**config.mk**
```make
export PLATFORM = sky130hd
export DESIGN_NAME = data_sync_tx
export DESIGN_NICKNAME = d
export VERILOG_FILES = /design/src/rtl/data_sync_tx.sv
export SDC_FILE = /design/constraint.sdc
export NUM_CORES = 1
export LEC_CHECK = 0
export ABC_AREA = 1
export BUFFER_PORTS_ARGS = -buffer_cell sky130_fd_sc_hd__buf_2
export CAP_MARGIN = 25
export CORE_MARGIN = 8
export CORE_UTILIZATION = 45
export CTS_BUF_LIST = sky130_fd_sc_hd__clkbuf_8
export DETAILED_ROUTE_END_ITERATION = 6
export GPL_ROUTABILITY_DRIVEN = 0
export GPL_TIMING_DRIVEN = 0
export PLACE_DENSITY = 0.63
export SETUP_SLACK_MARGIN = 0.02
export SKIP_LAST_GASP = 1
export SYNTH_ARGS = -nofsm -noshare
export SYNTH_HDL_FRONTEND = slang
export SYNTH_SLANG_ARGS = --single-unit
```
**constraint.sdc**
```tcl
create_clock -name CLK -period 1.65 [get_ports CLK]
set_input_delay 0.165 -clock CLK [delete_from_list [all_inputs] [get_ports CLK]]
set_output_delay 0.165 -clock CLK [all_outputs]
set_load 0.05 [all_outputs]
```
**src/rtl/data_sync_tx.sv**
```systemverilog
// data_sync_tx: source-side launcher for a multi-cycle-path bus synchronizer.
// Captures a word on a valid/ready handshake, drives it onto unsync_bus with
// BUS_EN, and runs a four-phase request/acknowledge exchange. The acknowledge
// comes back through an NUM_STAGES flop synchronizer. A watchdog aborts a
// stalled phase and raises a sticky timeout_err.
//
// Handshake: a word moves from in_data into the block on a rising CLK edge
// where in_valid && in_ready are both high. in_valid may be held across cycles;
// the word is not consumed until that edge. in_ready does not depend on in_valid.
module data_sync_tx #(
    parameter int NUM_STAGES = 2,
    parameter int BUS_WIDTH  = 8,
    parameter int TIMEOUT    = 255,
    parameter int TO_W       = 8
) (
    input  logic                 CLK,
    input  logic                 RST,
    input  logic [BUS_WIDTH-1:0] in_data,
    input  logic                 in_valid,
    output logic                 in_ready,
    output logic [BUS_WIDTH-1:0] unsync_bus,
    output logic                 BUS_EN,
    input  logic                 ack_async,
    input  logic                 err_clr,
    output logic                 busy,
    output logic                 done_pulse,
    output logic                 timeout_err
);

    typedef enum logic [1:0] {
        IDLE    = 2'd0,
        REQ     = 2'd1,
        RELEASE = 2'd2
    } state_t;

    // Watchdog is disabled entirely when TIMEOUT is zero.
    localparam bit              TO_EN   = (TIMEOUT != 0);
    localparam logic [TO_W-1:0] TO_LAST = TO_W'(TIMEOUT - 1);

    state_t                 state_q, state_d;
    logic [NUM_STAGES-1:0]  ack_sync_q, ack_sync_d;
    logic [TO_W-1:0]        cnt_q, cnt_d;
    logic [BUS_WIDTH-1:0]   bus_q, bus_d;
    logic                   bus_en_q, bus_en_d;
    logic                   done_q, done_d;
    logic                   err_q, err_d;
    logic                   to_flag_q, to_flag_d;

    logic                   ack_s;
    logic                   to_hit;
    logic                   err_set;
    logic [TO_W-1:0]        cnt_inc;

    // Acknowledge synchronizer: ack_async enters stage 0, the top stage is ack_s.
    assign ack_sync_d = {ack_sync_q[NUM_STAGES-2:0], ack_async};
    assign ack_s      = ack_sync_q[NUM_STAGES-1];

    // Saturating increment so a long stall can never wrap back to a match.
    assign cnt_inc = (cnt_q == {TO_W{1'b1}}) ? cnt_q : cnt_q + TO_W'(1);
    assign to_hit  = TO_EN && (cnt_q == TO_LAST);

    // A stale acknowledge still high from an earlier exchange blocks acceptance.
    assign in_ready = !RST && (state_q == IDLE) && !ack_s;
    assign busy     = (state_q != IDLE);

    assign unsync_bus  = bus_q;
    assign BUS_EN      = bus_en_q;
    assign done_pulse  = done_q;
    assign timeout_err = err_q;

    // Next-state and registered-output logic for the four-phase exchange.
    always_comb begin
        state_d   = state_q;
        cnt_d     = cnt_q;
        bus_d     = bus_q;
        bus_en_d  = bus_en_q;
        done_d    = 1'b0;
        to_flag_d = to_flag_q;
        err_set   = 1'b0;

        case (state_q)
            IDLE: begin
                if (in_valid && in_ready) begin
                    bus_d     = in_data;
                    bus_en_d  = 1'b1;
                    cnt_d     = '0;
                    to_flag_d = 1'b0;
                    state_d   = REQ;
                end
            end
            REQ: begin
                cnt_d = cnt_inc;
                if (ack_s) begin
                    bus_en_d = 1'b0;
                    cnt_d    = '0;
                    state_d  = RELEASE;
                end else if (to_hit) begin
                    bus_en_d  = 1'b0;
                    err_set   = 1'b1;
                    to_flag_d = 1'b1;
                    cnt_d     = '0;
                    state_d   = RELEASE;
                end
            end
            RELEASE: begin
                cnt_d = cnt_inc;
                if (!ack_s) begin
                    done_d  = !to_flag_q;
                    state_d = IDLE;
                end else if (to_hit) begin
                    err_set   = 1'b1;
                    to_flag_d = 1'b1;
                    state_d   = IDLE;
                end
            end
            default: begin
                bus_en_d = 1'b0;
                state_d  = IDLE;
            end
        endcase

        // Sticky error: a new timeout outranks a simultaneous clear.
        if (err_set) begin
            err_d = 1'b1;
        end else if (err_clr) begin
            err_d = 1'b0;
        end else begin
            err_d = err_q;
        end
    end

    // State, synchronizer and output registers with synchronous reset.
    always_ff @(posedge CLK) begin
        if (RST) begin
            state_q    <= IDLE;
            ack_sync_q <= '0;
            cnt_q      <= '0;
            bus_q      <= '0;
            bus_en_q   <= 1'b0;
            done_q     <= 1'b0;
            err_q      <= 1'b0;
            to_flag_q  <= 1'b0;
        end else begin
            state_q    <= state_d;
            ack_sync_q <= ack_sync_d;
            cnt_q      <= cnt_d;
            bus_q      <= bus_d;
            bus_en_q   <= bus_en_d;
            done_q     <= done_d;
            err_q      <= err_d;
            to_flag_q  <= to_flag_d;
        end
    end

endmodule

```
# ---- Word level (Yosys, flattened, before mapping)
# Cells that the tools add are included.
dict set report totals {
  regBits 24
  wordCells 61
  in_bits 13
}
dict set report classes {
  n_bitwise 1
  n_addsub 1
  eq_ne 9
  n_reduce_logical 16
  muxes 26
}
# cell n
set ops {}
lappend ops {{$mux W8} 4}
lappend ops {{$pmux W8 S3} 1}
lappend ops {{$eq A8 B8 Y1 const B} 2}
lappend ops {{$mux W1} 12}
lappend ops {{$mux W2} 5}
lappend ops {{$add A8 B1 Y8 const B} 1}
lappend ops {{$ne A3 B3 Y1 const B} 2}
lappend ops {{$pmux W1 S3} 2}
lappend ops {{$pmux W2 S3} 1}
lappend ops {{$reduce_and A3 Y1} 2}
lappend ops {{$ne A2 B2 Y1 const B} 2}
lappend ops {{$reduce_and A2 Y1} 2}
lappend ops {{$reduce_and A4 Y1} 1}
lappend ops {{$reduce_bool A2 Y1} 2}
lappend ops {{$logic_and A1 B1 Y1} 3}
lappend ops {{$logic_not A1 Y1} 3}
lappend ops {{$reduce_bool A3 Y1} 1}
lappend ops {{$reduce_or A3 Y1} 1}
lappend ops {{$eq A2 B1 Y1 const B} 1}
lappend ops {{$eq A2 B2 Y1 const B} 1}
lappend ops {{$logic_not A2 Y1} 1}
lappend ops {{$ne A2 B1 Y1 const B} 1}
lappend ops {{$pmux W1 S2} 1}
lappend ops {{$not A1 Y1} 1}

# ---- Logic depth before layout (Yosys ltp)
# Gate-level depths: netlist of the first run.
dict set report logic_depth {
  ltp_word 6
  mapped_depth 10
  mapped_depth_nobuf 10
}

# ---- Worst setup path after synthesis of the first run
# Ideal clock, no wire load.
dict set report synth_timing {
  path_type {flip-flop to output port}
  start {register state_q[0]}
  end {output in_ready}
  t_required_ns 1.485
  path_stages_with_launch 5
  arrival_time_ns 2.019
  path_slack_ns -0.534
  cell_sequence {dfxtp_1 inv_1 ha_1 inv_1 nor3_1}
}
dict set report synth_via {
  elab_chain_cells 3
}
# element line_no
set synth_lines {}
lappend synth_lines {{start: declaration} 40} ;# state_t state_q, state_d;
lappend synth_lines {{start signal: assignment} 144} ;# state_q <= state_d;
lappend synth_lines {{$logic_not A2 Y1} 63} ;# assign in_ready = !RST && (state_q == IDLE) && !ack_s;
lappend synth_lines {{$logic_and A1 B1 Y1 (2 in series)} 63}
lappend synth_lines {{end: declaration} 20} ;# output logic in_ready,
# No other way between the ends.

# ---- Worst setup path after layout of the first run
dict set report layout_timing {
  start {register state_q[0]}
  end {output busy}
}
dict set report layout_via {
  elab_chain_cells 1
}
# element line_no
set layout_lines {}
lappend layout_lines {{$reduce_bool A2 Y1} 64} ;# assign busy = (state_q != IDLE);
lappend layout_lines {{end: declaration} 25} ;# output logic busy,
# No other way between the ends.

==> results of run 1 <==
[worst register-to-register path, cell delays in order (launching register included)]
cell	delay, ns
dfxtp_1	0.35
inv_2	0.11
ha_4	0.19
nand4_4	0.12
nand2_4	0.11
nand2_4	0.12
nor2_8	0.20
nand3_2	0.09
a21oi_2	0.12
[placed cells by master, fill, tap and decap left out]
| master | Yosys | routed |
|---|---|---|
| nand2_1 | 33 | 33 |
| nor2_1 | 26 | 26 |
| dfxtp_1 | 24 | 24 |
| buf_2 | 0 | 24 |
| inv_1 | 18 | 15 |
| nand3_1 | 10 | 10 |
| o21ai_0 | 10 | 10 |
| nand3_2 | 8 | 8 |
| inv_2 | 3 | 6 |
| a21oi_1 | 6 | 6 |
| a21oi_2 | 6 | 6 |
| ha_1 | 7 | 6 |
| o21ai_1 | 5 | 5 |
| nand2_4 | 2 | 3 |
| clkbuf_8 | 0 | 3 |
| nor2_2 | 2 | 2 |
| clkinv_1 | 2 | 2 |
| nand3b_1 | 2 | 2 |
| buf_4 | 0 | 2 |
| buf_1 | 1 | 1 |
| nor3_4 | 0 | 1 |
| nor4_1 | 1 | 1 |
| nand4_4 | 1 | 1 |
| clkbuf_1 | 1 | 1 |
| nor2_8 | 1 | 1 |
| nand2_2 | 2 | 1 |
| xor2_1 | 1 | 1 |
| ha_4 | 0 | 1 |
| bufinv_16 | 0 | 1 |
| buf_12 | 0 | 1 |
[metrics by stage]
stage / hold WS, ns / area (um^2) / total power [mW] / worst slack, ns
2_1_floorplan: 0.2367 / 1306 / 1.724 / 0.08243
3_3_place_gp: 0.3672 / 1470 / 1.955 / 0.002773
3_5_place_dp: 0.3791 / 1470 / 1.981 / -0.03377
4_1_cts: 0.08768 / 1556 / 2.552 / 0.02411
5_1_grt: 0.08993 / 1589 / 2.771 / 0.05695
6_report: 0.08713 / 1589 / 2.586 / 0.1643
[power by group through the flow]
stage | Sequential [mW] | Clock [mW] | Combinational (mW)
floorplan | 0.885 | 0 | 0.839
global placement | 0.747 | 0 | 1.21
detailed placement | 0.754 | 0 | 1.23
CTS | 0.742 | 0.530 | 1.28
global route | 0.764 | 0.547 | 1.46
finish | 0.747 | 0.516 | 1.32
[logic make-up (layout without fill, tap and decap cells)]
family          after synthesis  in the layout
xor+xnor                      1              1
flops                        24             24
compound gates               27             27
simple gates                 89             89
fa+ha+maj                     7              7
buf+inv                      25             56
[what timing repair did]
action	CTS	global route
pin swaps	0	2
setup endpoints to repair	9	11
buffers inserted	0	2
resized for setup	3	4
[area by class of cell]
type | count | area share, %
plain buffers | 2 | 0.4724
clock inverters | 1 | 1.890
multi-input cells | 124 | 47.17
flip-flops and latches | 24 | 30.24
well taps | 31 | 2.441
repair buffers | 27 | 9.764
clock buffers | 3 | 2.598
inverters | 23 | 5.433
[final timing paths]
path                                                from                        to  slack, ns  cells past startpoint
worst max register to register   state_q[0]$_SDFFE_PP0P_     cnt_q[4]$_SDFFE_PP0P_       0.18                      8
worst min-delay path                                 RST     done_pulse$_SDFF_PP0_       0.09                      2
worst min register to register  ack_sync_q[0]$_SDFF_PP0_  ack_sync_q[1]$_SDFF_PP0_       0.41                      2
worst max-delay path             state_q[0]$_SDFFE_PP0P_                      busy       0.16                      4
[registers in the layout (all words and copies together), names as in the netlist]
signal,flops
done_pulse,1
to_flag_q,1
timeout_err,1
unsync_bus,8
BUS_EN,1
cnt_q,8
ack_sync_q,2
state_q,2
[metal layers]
metal / vias up / wire [um]
met5: - / 0
met1: 530 / 1329
met2: 15 / 1407
li1: 615 / -
met4: 0 / 19
met3: 2 / 77
==> results.py, run 1 <==
metrics = {
    "outcome": {
        "status": "finished clean",
    },
    "finish": {
        "finalNonFillerCells": 235,
        "seqCellArea_um2": 480.5,
        "syn2layout_area_growth_pct": 22.71,
        "multi_input_area_um2": 749.5,
        "post-route-util_pct": 57.62,
        "drive_gt1_share_pct": 29.90,
        "layout.nets": 225,
        "n_fill_cell": 260,
        "n_antenna_cell": 0,
    },
    "sta": {
        "tightest_slew_ns": 0.7039,
        "rsz0062_at_grt": "false",
        "max_slew_margin_pct": 53.07,
        "final.min_clock_period_ns": 1.486,
        "finalCritPeriodShare_pct": 90.04,
        "fmax_mhz": 673.1,
        "slew_viol_final": 0,
        "tns_ns": 0,
        "clock_skew_ns": 0.003774,
        "setup_viol": 0,
        "hold_viol": 0,
    },
    "pwr": {
        "p_sw_share_pct": 46.03,
        "p_per_area_nw_per_um2": 1627,
        "comb_power_share_pct": 51.1,
        "clockPowerShare_pct": 20.0,
        "pwr-share-seq_pct": 28.9,
        "irDropWorstVdd_uv": 1026,
        "power.switching_mw": 1.190,
        "p_leak_nw": 0.7120,
        "p_int_mw": 1.396,
    },
    "routing": {
        "drtPass1Iterations": 4,
        "wirelength_um": 2834,
        "drtIter0Drc": 80,
        "antenna_left": 0,
        "post_drt_via_cell_ratio": 4.945,
        "vias": 1162,
        "wl_per_cell_um": 12.06,
        "drc_errors": 0,
    },
    "grt": {
        "met1_usage_pct": 13.11,
        "grt_usage_pct": 12.12,
        "first_global_vias": 1230,
        "busiest_layer": "met2",
        "grt_max_degree": 15,
        "grt_pass1_wl_um": 5099,
        "grt-ovfl-total": 0,
        "antenna_found_initial": 0,
        "grt_use_met3_pct": 2.718,
        "grtUsageMet2_pct": 22.64,
    },
    "flow_run": {
        "cap_violations": 0,
    },
    "floorplanning": {
        "die_x_um": 69.65,
        "die_h_um": 69.65,
        "row_count": 19,
        "ios": 26,
        "core_um2": 2758,
        "start_util_pct": 46.96,
        "dieArea_um2": 4850,
    },
    "setup_path": {
        "slowest_delay_ns": 0.39,
        "cp_top_family": "buffers and inverters",
        "critPathKind": "reg -> out",
        "path_cells": "inv_2 > ha_4 > inv_1 > buf_2",
        "crit_buf_inv": 3,
        "arrival_ns": 1.32,
        "cp_slowest_cell": "dfxtp_1",
        "endpoint_kind": "output pin",
        "worstPathMaxFanout": 4,
        "cp_data_required_time_ns": 1.48,
        "start_kind": "flip-flop",
    },
    "hold_path": {
        "hold_class": "in -> reg",
    },
    "synthesis": {
        "synthMuxAreaShare_pct": 0,
        "synth_nets": 193,
        "synthTopCellsByCount": "33 x nand2_1, 26 x nor2_1, 24 x dfxtp_1, 18 x inv_1",
        "yosysTopAreaCell": "dfxtp_1",
        "synth_top_family_by_area": "simple AND/OR/NAND/NOR gates",
        "synth_edf_count": 0,
        "yosys.area_share.adder_pct": 6.763,
        "ys_top_cells_by_area": "dfxtp_1 37%, nand2_1 9.6%, nor2_1 7.5%",
        "synth-compound-area-share_pct": 12.17,
        "ys_ff_latch": 24,
        "postSynthCellCount": 173,
        "synthesis.area_um2": 1295,
        "yosysWarnings": 0,
        "async_flop_share_pct": 0,
        "synthFlopType": "dfxtp_1",
        "synth_most_common_cell": "nand2_1",
        "synthSimpleGateAreaFrac_pct": 36.04,
        "synth_top_area_share_pct": 37.10,
        "ys_seq_area_share_pct": 37.10,
        "ys_types": 24,
        "synth.avg_cell_area_um2": 7.486,
        "synth_xor_area_share_pct": 0.6763,
    },
    "clock_network": {
        "clk_pin_slew_ns": 0.09,
        "cts_buffers": 3,
        "hold_buffers": 0,
        "cts_tree": "built",
        "cts_root_buf": "clkbuf_8",
        "cts_buffer_depth": 2,
        "clock_latency_ns": 0.26,
        "htreeDepth": 1,
        "clock_sinks": 24,
    },
    "placed_design": {
        "port_buffers": 25,
        "dp.cells": 229,
        "dp_hpwl_um": 2175,
    },
}
Power figures use the tool's default switching activity.
==> run 2, diff against run 1 <==
ABC_AREA = 0   (was 1)
PLACE_DENSITY = 0.64   (was 0.63)
==> results.py, run 2 <==
metrics = {
    "setup_path": {
        "cp_data_required_time_ns": 1.82,
        "arrival_ns": 1.81,
        "worstPathMaxFanout": 4,
        "start_kind": "flip-flop",
        "critPathKind": "reg -> reg",
        "endpoint_kind": "flip-flop",
    },
    "clock_network": {
        "hold_buffers": 0,
        "cts_buffer_depth": 2,
        "cts_tree": "built",
        "cts_buffers": 3,
        "cts_root_buf": "clkbuf_8",
        "clk_pin_slew_ns": 0.08,
        "clock_sinks": 24,
        "clock_latency_ns": 0.26,
        "htreeDepth": 1,
    },
    "grt": {
        "grt_use_met3_pct": 2.908,
        "met1_usage_pct": 17.23,
        "grtUsageMet2_pct": 23.93,
        "grt_pass1_wl_um": 5202,
        "antenna_found_initial": 0,
        "grt_usage_pct": 13.89,
        "grt_max_degree": 14,
        "first_global_vias": 1146,
        "grt-ovfl-total": 0,
        "busiest_layer": "met2",
    },
    "sta": {
        "hold_viol": 0,
        "max_slew_margin_pct": 59.45,
        "finalCritPeriodShare_pct": 99.27,
        "fmax_mhz": 610.5,
        "slew_viol_final": 0,
        "setup_viol": 0,
        "fin_ws_ns": 0.01205,
        "tns_ns": 0,
        "rsz0062_at_grt": "true",
        "final.min_clock_period_ns": 1.638,
        "clock_skew_ns": 0.003750,
        "tightest_slew_ns": 0.6083,
    },
    "pwr": {
        "irDropWorstVdd_uv": 805.1,
        "comb_power_share_pct": 46.9,
        "p_int_mw": 1.235,
        "p_total_mw": 2.001,
        "power.switching_mw": 0.7663,
        "p_per_area_nw_per_um2": 1138,
        "p_leak_nw": 0.6705,
        "pwr-share-seq_pct": 33.0,
        "clockPowerShare_pct": 20.1,
        "p_sw_share_pct": 38.29,
    },
    "routing": {
        "wl_per_cell_um": 14.90,
        "drtIter0Drc": 56,
        "vias": 1217,
        "post_drt_via_cell_ratio": 5.608,
        "antenna_left": 0,
        "drc_errors": 0,
        "wirelength_um": 3234,
        "drtPass1Iterations": 4,
    },
    "synthesis": {
        "yosysTopAreaCell": "dfxtp_1",
        "ys_top_cells_by_area": "dfxtp_1 38%, ha_1 7.0%, nand2_1 6.3%",
        "synth.avg_cell_area_um2": 8.802,
        "ys_types": 39,
        "synthFlopType": "dfxtp_1",
        "ys_seq_area_share_pct": 38.44,
        "ys_ff_latch": 24,
        "async_flop_share_pct": 0,
        "synthTopCellsByCount": "24 x dfxtp_1, 21 x nand2_1, 11 x a21oi_1",
        "postSynthCellCount": 142,
        "yosysWarnings": 0,
        "synth_nets": 162,
        "synth_top_area_share_pct": 38.44,
        "synthesis.area_um2": 1250,
        "synth_most_common_cell": "dfxtp_1",
        "synth_edf_count": 0,
    },
    "finish": {
        "syn2layout_area_growth_pct": 40.64,
        "mostFrequentLayoutCell": "buf_2",
        "seqCellArea_um2": 495.5,
        "final_cell_mix": "25 x buf_2, 20 x nand2_1, 18 x dfxtp_1",
        "layout.nets": 207,
        "drive_gt1_share_pct": 44.09,
        "n_fill_cell": 215,
        "multi_input_area_um2": 844.6,
        "n_antenna_cell": 0,
    },
    "floorplanning": {
        "die_h_um": 68.71,
        "dieArea_um2": 4720,
        "core_um2": 2686,
        "die_x_um": 68.71,
        "start_util_pct": 46.53,
        "ios": 26,
        "row_count": 19,
    },
    "flow_run": {
        "cap_violations": 0,
    },
    "placed_design": {
        "post-place-ws_ns": -0.1891,
        "dp_hpwl_um": 2221,
        "port_buffers": 25,
    },
    "outcome": {
        "status": "finished clean",
    },
    "hold_path": {
        "hold_class": "in -> reg",
    },
}
==> run 2: cell types whose count changed in the layout (fill, tap and decap cells not counted), sizes merged, moves of 5 or more <==
cell / change
buf: +15
inv: -14
nand2: -16
nand3: -16
nand4: +5
nor2: -21
o21ai: -11
nand2b: +7
a211oi: +8
==> run 2: path summary, 6_finish.rpt <==
| check | slack, ns | depth (start not counted) | start | end |
|---|---|---|---|---|
| setup / recovery | 0.01 | 7 | cnt_q[0]$_SDFFE_PP0P_ | cnt_q[0]$_SDFFE_PP0P_ |
| hold / removal | 0.12 | 2 | ack_async | ack_sync_q[0]$_SDFF_PP0_ |
| setup reg to reg | 0.01 | 7 | cnt_q[0]$_SDFFE_PP0P_ | cnt_q[0]$_SDFFE_PP0P_ |
| hold reg to reg | 0.44 | 1 | ack_sync_q[0]$_SDFF_PP0_ | ack_sync_q[1]$_SDFF_PP0_ |
==> run 2: critical path, stage by stage (launching register included) <==
cell,delay (ns)
dfxtp_4,0.39
inv_4,0.05
ha_4,0.14
nand4_1,0.17
buf_4,0.15
o221ai_2,0.09
or4_1,0.48
o311ai_1,0.08
==> run 2: cells by family after synthesis <==
logic type / share of synthesized area (%)
AO/OA/AOI/OAI: 24.63
AND/OR/NAND/NOR: 22.22
buffers and inverters: 5.205
flip-flops: 38.44
multiplexers: 2.503
adder cells (fa/ha/maj): 7.007
==> run 2: power by group through the flow <==
| stage | clock network [mW] | registers, mW | logic [mW] |
|---|---|---|---|
| 4_1_cts | 0.404 | 0.659 | 0.845 |
| 5_1_grt | 0.429 | 0.666 | 1.01 |
| 3_3_place_gp | 0 | 0.669 | 0.718 |
| 2_1_floorplan | 0 | 0.760 | 0.485 |
| 6_report | 0.403 | 0.661 | 0.938 |
| 3_5_place_dp | 0 | 0.672 | 0.731 |
==> run 2: repair_timing <==
action	CTS	global route
pin swaps	5	7
buffers inserted	8	7
cloned	0	0
endpoints found under the setup margin	7	14
gates resized for setup	17	17
==> run 2: metrics by stage <==
step                instances  cell area (um^2)  util [%]  hold slack, ns
floorplan                 142              1287         -          0.2932
global placement          198              1451     54.03          0.3755
detailed placement        198              1451     54.03          0.3955
CTS                       210              1634     60.83          0.1259
global route              217              1758     65.44          0.1458
finish                    217              1758     65.44          0.1183
==> run 2: per-layer routing <==
metal,vias to the layer above,wire (um)
met1,572,1337
li1,611,-
met5,-,0
met3,2,253
met4,0,13
met2,32,1629
==> run 2: layout make-up <==
type                            instances  share of cell area (%)
Clock buffer                            4                   3.132
Inverter                                7                   1.637
Sequential cell                        24                   28.18
Multi-Input combinational cell        105                   48.04
Timing Repair Buffer                   40                   14.59
Tap cell                               31                   2.206
Buffer                                  6                   2.206
==> run 3, diff against run 2 <==
--- a/config.mk
+++ b/config.mk
@@ -7,5 +7,5 @@
 export LEC_CHECK = 0
 export ABC_AREA = 0
-export BUFFER_PORTS_ARGS = -buffer_cell sky130_fd_sc_hd__buf_2
+export BUFFER_PORTS_ARGS = -buffer_cell sky130_fd_sc_hd__clkbuf_2
 export CAP_MARGIN = 25
 export CORE_MARGIN = 8
@@ -14,5 +14,5 @@
 export DETAILED_ROUTE_END_ITERATION = 6
 export GPL_ROUTABILITY_DRIVEN = 0
-export GPL_TIMING_DRIVEN = 0
+export GPL_TIMING_DRIVEN = 1
 export PLACE_DENSITY = 0.64
 export SETUP_SLACK_MARGIN = 0.02
==> constraint.sdc (replaced) <==
create_clock -name CLK -period 1.65 [get_ports CLK]
set_input_delay 0.33 -clock CLK [delete_from_list [all_inputs] [get_ports CLK]]
set_output_delay 0.33 -clock CLK [all_outputs]
set_load 0.05 [all_outputs]
==> results.py, run 3 (synthesis gave the netlist of run 2 again) <==
metrics = {
    "placed_design": {
        "post-place-ws_ns": -0.02761,
        "dpl_cell_area_um2": 1553,
        "dp_hpwl_um": 2325,
        "port_buffers": 25,
    },
    "pwr": {
        "pwr-share-seq_pct": 33.7,
        "clockPowerShare_pct": 19.3,
        "p_sw_share_pct": 37.51,
        "p_int_mw": 1.256,
        "p_leak_nw": 0.6790,
        "comb_power_share_pct": 47.0,
        "p_per_area_nw_per_um2": 1147,
        "irDropWorstVdd_uv": 778.7,
        "power.switching_mw": 0.7539,
    },
    "sta": {
        "tightest_slew_ns": 0.3113,
        "setup_viol": 0,
        "fmax_mhz": 613.6,
        "slew_viol_final": 0,
        "max_slew_margin_pct": 79.12,
        "finalCritPeriodShare_pct": 98.78,
        "final.min_clock_period_ns": 1.630,
        "clock_skew_ns": 0.003971,
        "hold_viol": 0,
        "tns_ns": 0,
        "fin_ws_ns": 0.02018,
        "rsz0062_at_grt": "true",
    },
    "clock_network": {
        "clock_latency_ns": 0.26,
        "htreeDepth": 1,
        "cts_tree": "built",
        "cts_buffers": 3,
        "clk_pin_slew_ns": 0.08,
        "clock_sinks": 24,
        "cts_root_buf": "clkbuf_8",
        "cts_buffer_depth": 2,
    },
    "hold_path": {
        "holdPathStages": 2,
        "hold_path.startpoint": "ack_async",
        "hold_class": "in -> reg",
        "hold_end": "ack_sync_q[0]$_SDFF_PP0_",
    },
    "finish": {
        "mostFrequentLayoutCell": "clkbuf_2",
        "multi_input_area_um2": 822.0,
        "n_fill_cell": 216,
        "layout.nets": 206,
        "design_area_um2": 1752,
        "final_cell_mix": "23 x clkbuf_2, 20 x dfxtp_1, 20 x nand2_1",
        "n_antenna_cell": 0,
        "syn2layout_area_growth_pct": 40.14,
        "drive_gt1_share_pct": 42.70,
        "seqCellArea_um2": 495.5,
    },
    "floorplanning": {
        "die_h_um": 68.71,
        "dieArea_um2": 4720,
        "start_util_pct": 46.53,
        "die_x_um": 68.71,
        "row_count": 19,
        "ios": 26,
        "core_um2": 2686,
    },
    "grt": {
        "grt_usage_pct": 13.73,
        "grt_max_degree": 21,
        "first_global_vias": 1163,
        "grt_pass1_wl_um": 5106,
        "grt-ovfl-total": 0,
        "antenna_found_initial": 0,
    },
    "setup_path": {
        "r2r_end": "cnt_q[0]$_SDFFE_PP0P_",
        "path_cells": "inv_4 > ha_4 > nor3b_4 > buf_8",
        "critPathKind": "reg -> out",
        "cp_data_required_time_ns": 1.32,
        "start_kind": "flip-flop",
        "endpoint_kind": "output pin",
        "cp_slowest_cell": "dfxtp_4",
        "regToRegSetupSlack_ns": 0.05,
        "arrival_ns": 1.30,
        "rr_startpoint": "cnt_q[0]$_SDFFE_PP0P_",
        "crit_buf_inv": 2,
        "slowest_delay_ns": 0.38,
        "cp_top_family": "flip-flops",
        "r2r_cells": 6,
        "worstPathMaxFanout": 5,
    },
    "routing": {
        "drtIter0Drc": 62,
        "wirelength_um": 3217,
        "antenna_left": 0,
        "wl_per_cell_um": 14.89,
        "drtPass1Iterations": 5,
        "vias": 1208,
        "post_drt_via_cell_ratio": 5.593,
        "drc_errors": 0,
    },
    "flow_run": {
        "cap_violations": 0,
    },
    "outcome": {
        "status": "finished clean",
    },
}
[run 3: cell count changes in the layout (fill, tap and decap cells not counted), sizes merged]
cell and change:
clkbuf +21, buf -22
[run 3: per-stage QoR]
step,instances,hold WS (ns),power (mW),util (%)
2_1_floorplan,142,0.4016,1.245,-
3_3_place_gp,209,0.4296,1.440,57.80
3_5_place_dp,209,0.4260,1.451,57.80
4_1_cts,213,0.2719,1.891,60.97
5_1_grt,216,0.2672,2.120,65.21
6_report,216,0.2801,2.010,65.21
[run 3: power by group through the flow]
| stage | logic, mW | registers (mW) | clock network (mW) |
|---|---|---|---|
| finish | 0.944 | 0.677 | 0.389 |
| global route | 1.01 | 0.683 | 0.429 |
| CTS | 0.825 | 0.661 | 0.405 |
| detailed placement | 0.779 | 0.671 | 0 |
| global placement | 0.773 | 0.667 | 0 |
| floorplan | 0.485 | 0.760 | 0 |
[run 3: repair_timing]
item | CTS | global route
setup endpoints to repair | 7 | 13
gates resized for setup | 10 | 23
setup buffers | 0 | 3
pin swaps | 3 | 5
hold buffers | 0 | 0
[run 3: cell type report]
| type | instances | area share [%] |
|---|---|---|
| multi-input combinational | 105 | 46.93 |
| inverter | 7 | 1.929 |
| sequential | 24 | 28.29 |
| clock buffer | 4 | 3.143 |
| timing repair buffer | 45 | 17.50 |
| tap | 31 | 2.214 |
[run 3: worst max-delay path by stage]
stage / from / endpoint / slack (ns) / cells after the start
2_1_floorplan: cnt_q[1]$_SDFFE_PP0P_ / cnt_q[0]$_SDFFE_PP0P_ / 0.04 / 5
3_3_place_gp: state_q[1]$_SDFFE_PP0P_ / state_q[0]$_SDFFE_PP0P_ / -0.007 / 7
3_5_place_dp: cnt_q[0]$_SDFFE_PP0P_ / BUS_EN$_SDFFE_PP0P_ / -0.03 / 7
4_1_cts: state_q[0]$_SDFFE_PP0P_ / in_ready / -0.02 / 4
5_1_grt: state_q[1]$_SDFFE_PP0P_ / in_ready / -0.03 / 4
6_report: state_q[1]$_SDFFE_PP0P_ / in_ready / 0.02 / 4
[run 3: layer usage]
layer / GRT usage (%) / wire (um) / vias to the layer above
met3: 3.069 / 219 / 2
li1: - / - / 604
met4: 3.008 / 13 / 0
met1: 15.80 / 1339 / 571
met5: 0 / 0 / -
met2: 25.20 / 1645 / 31
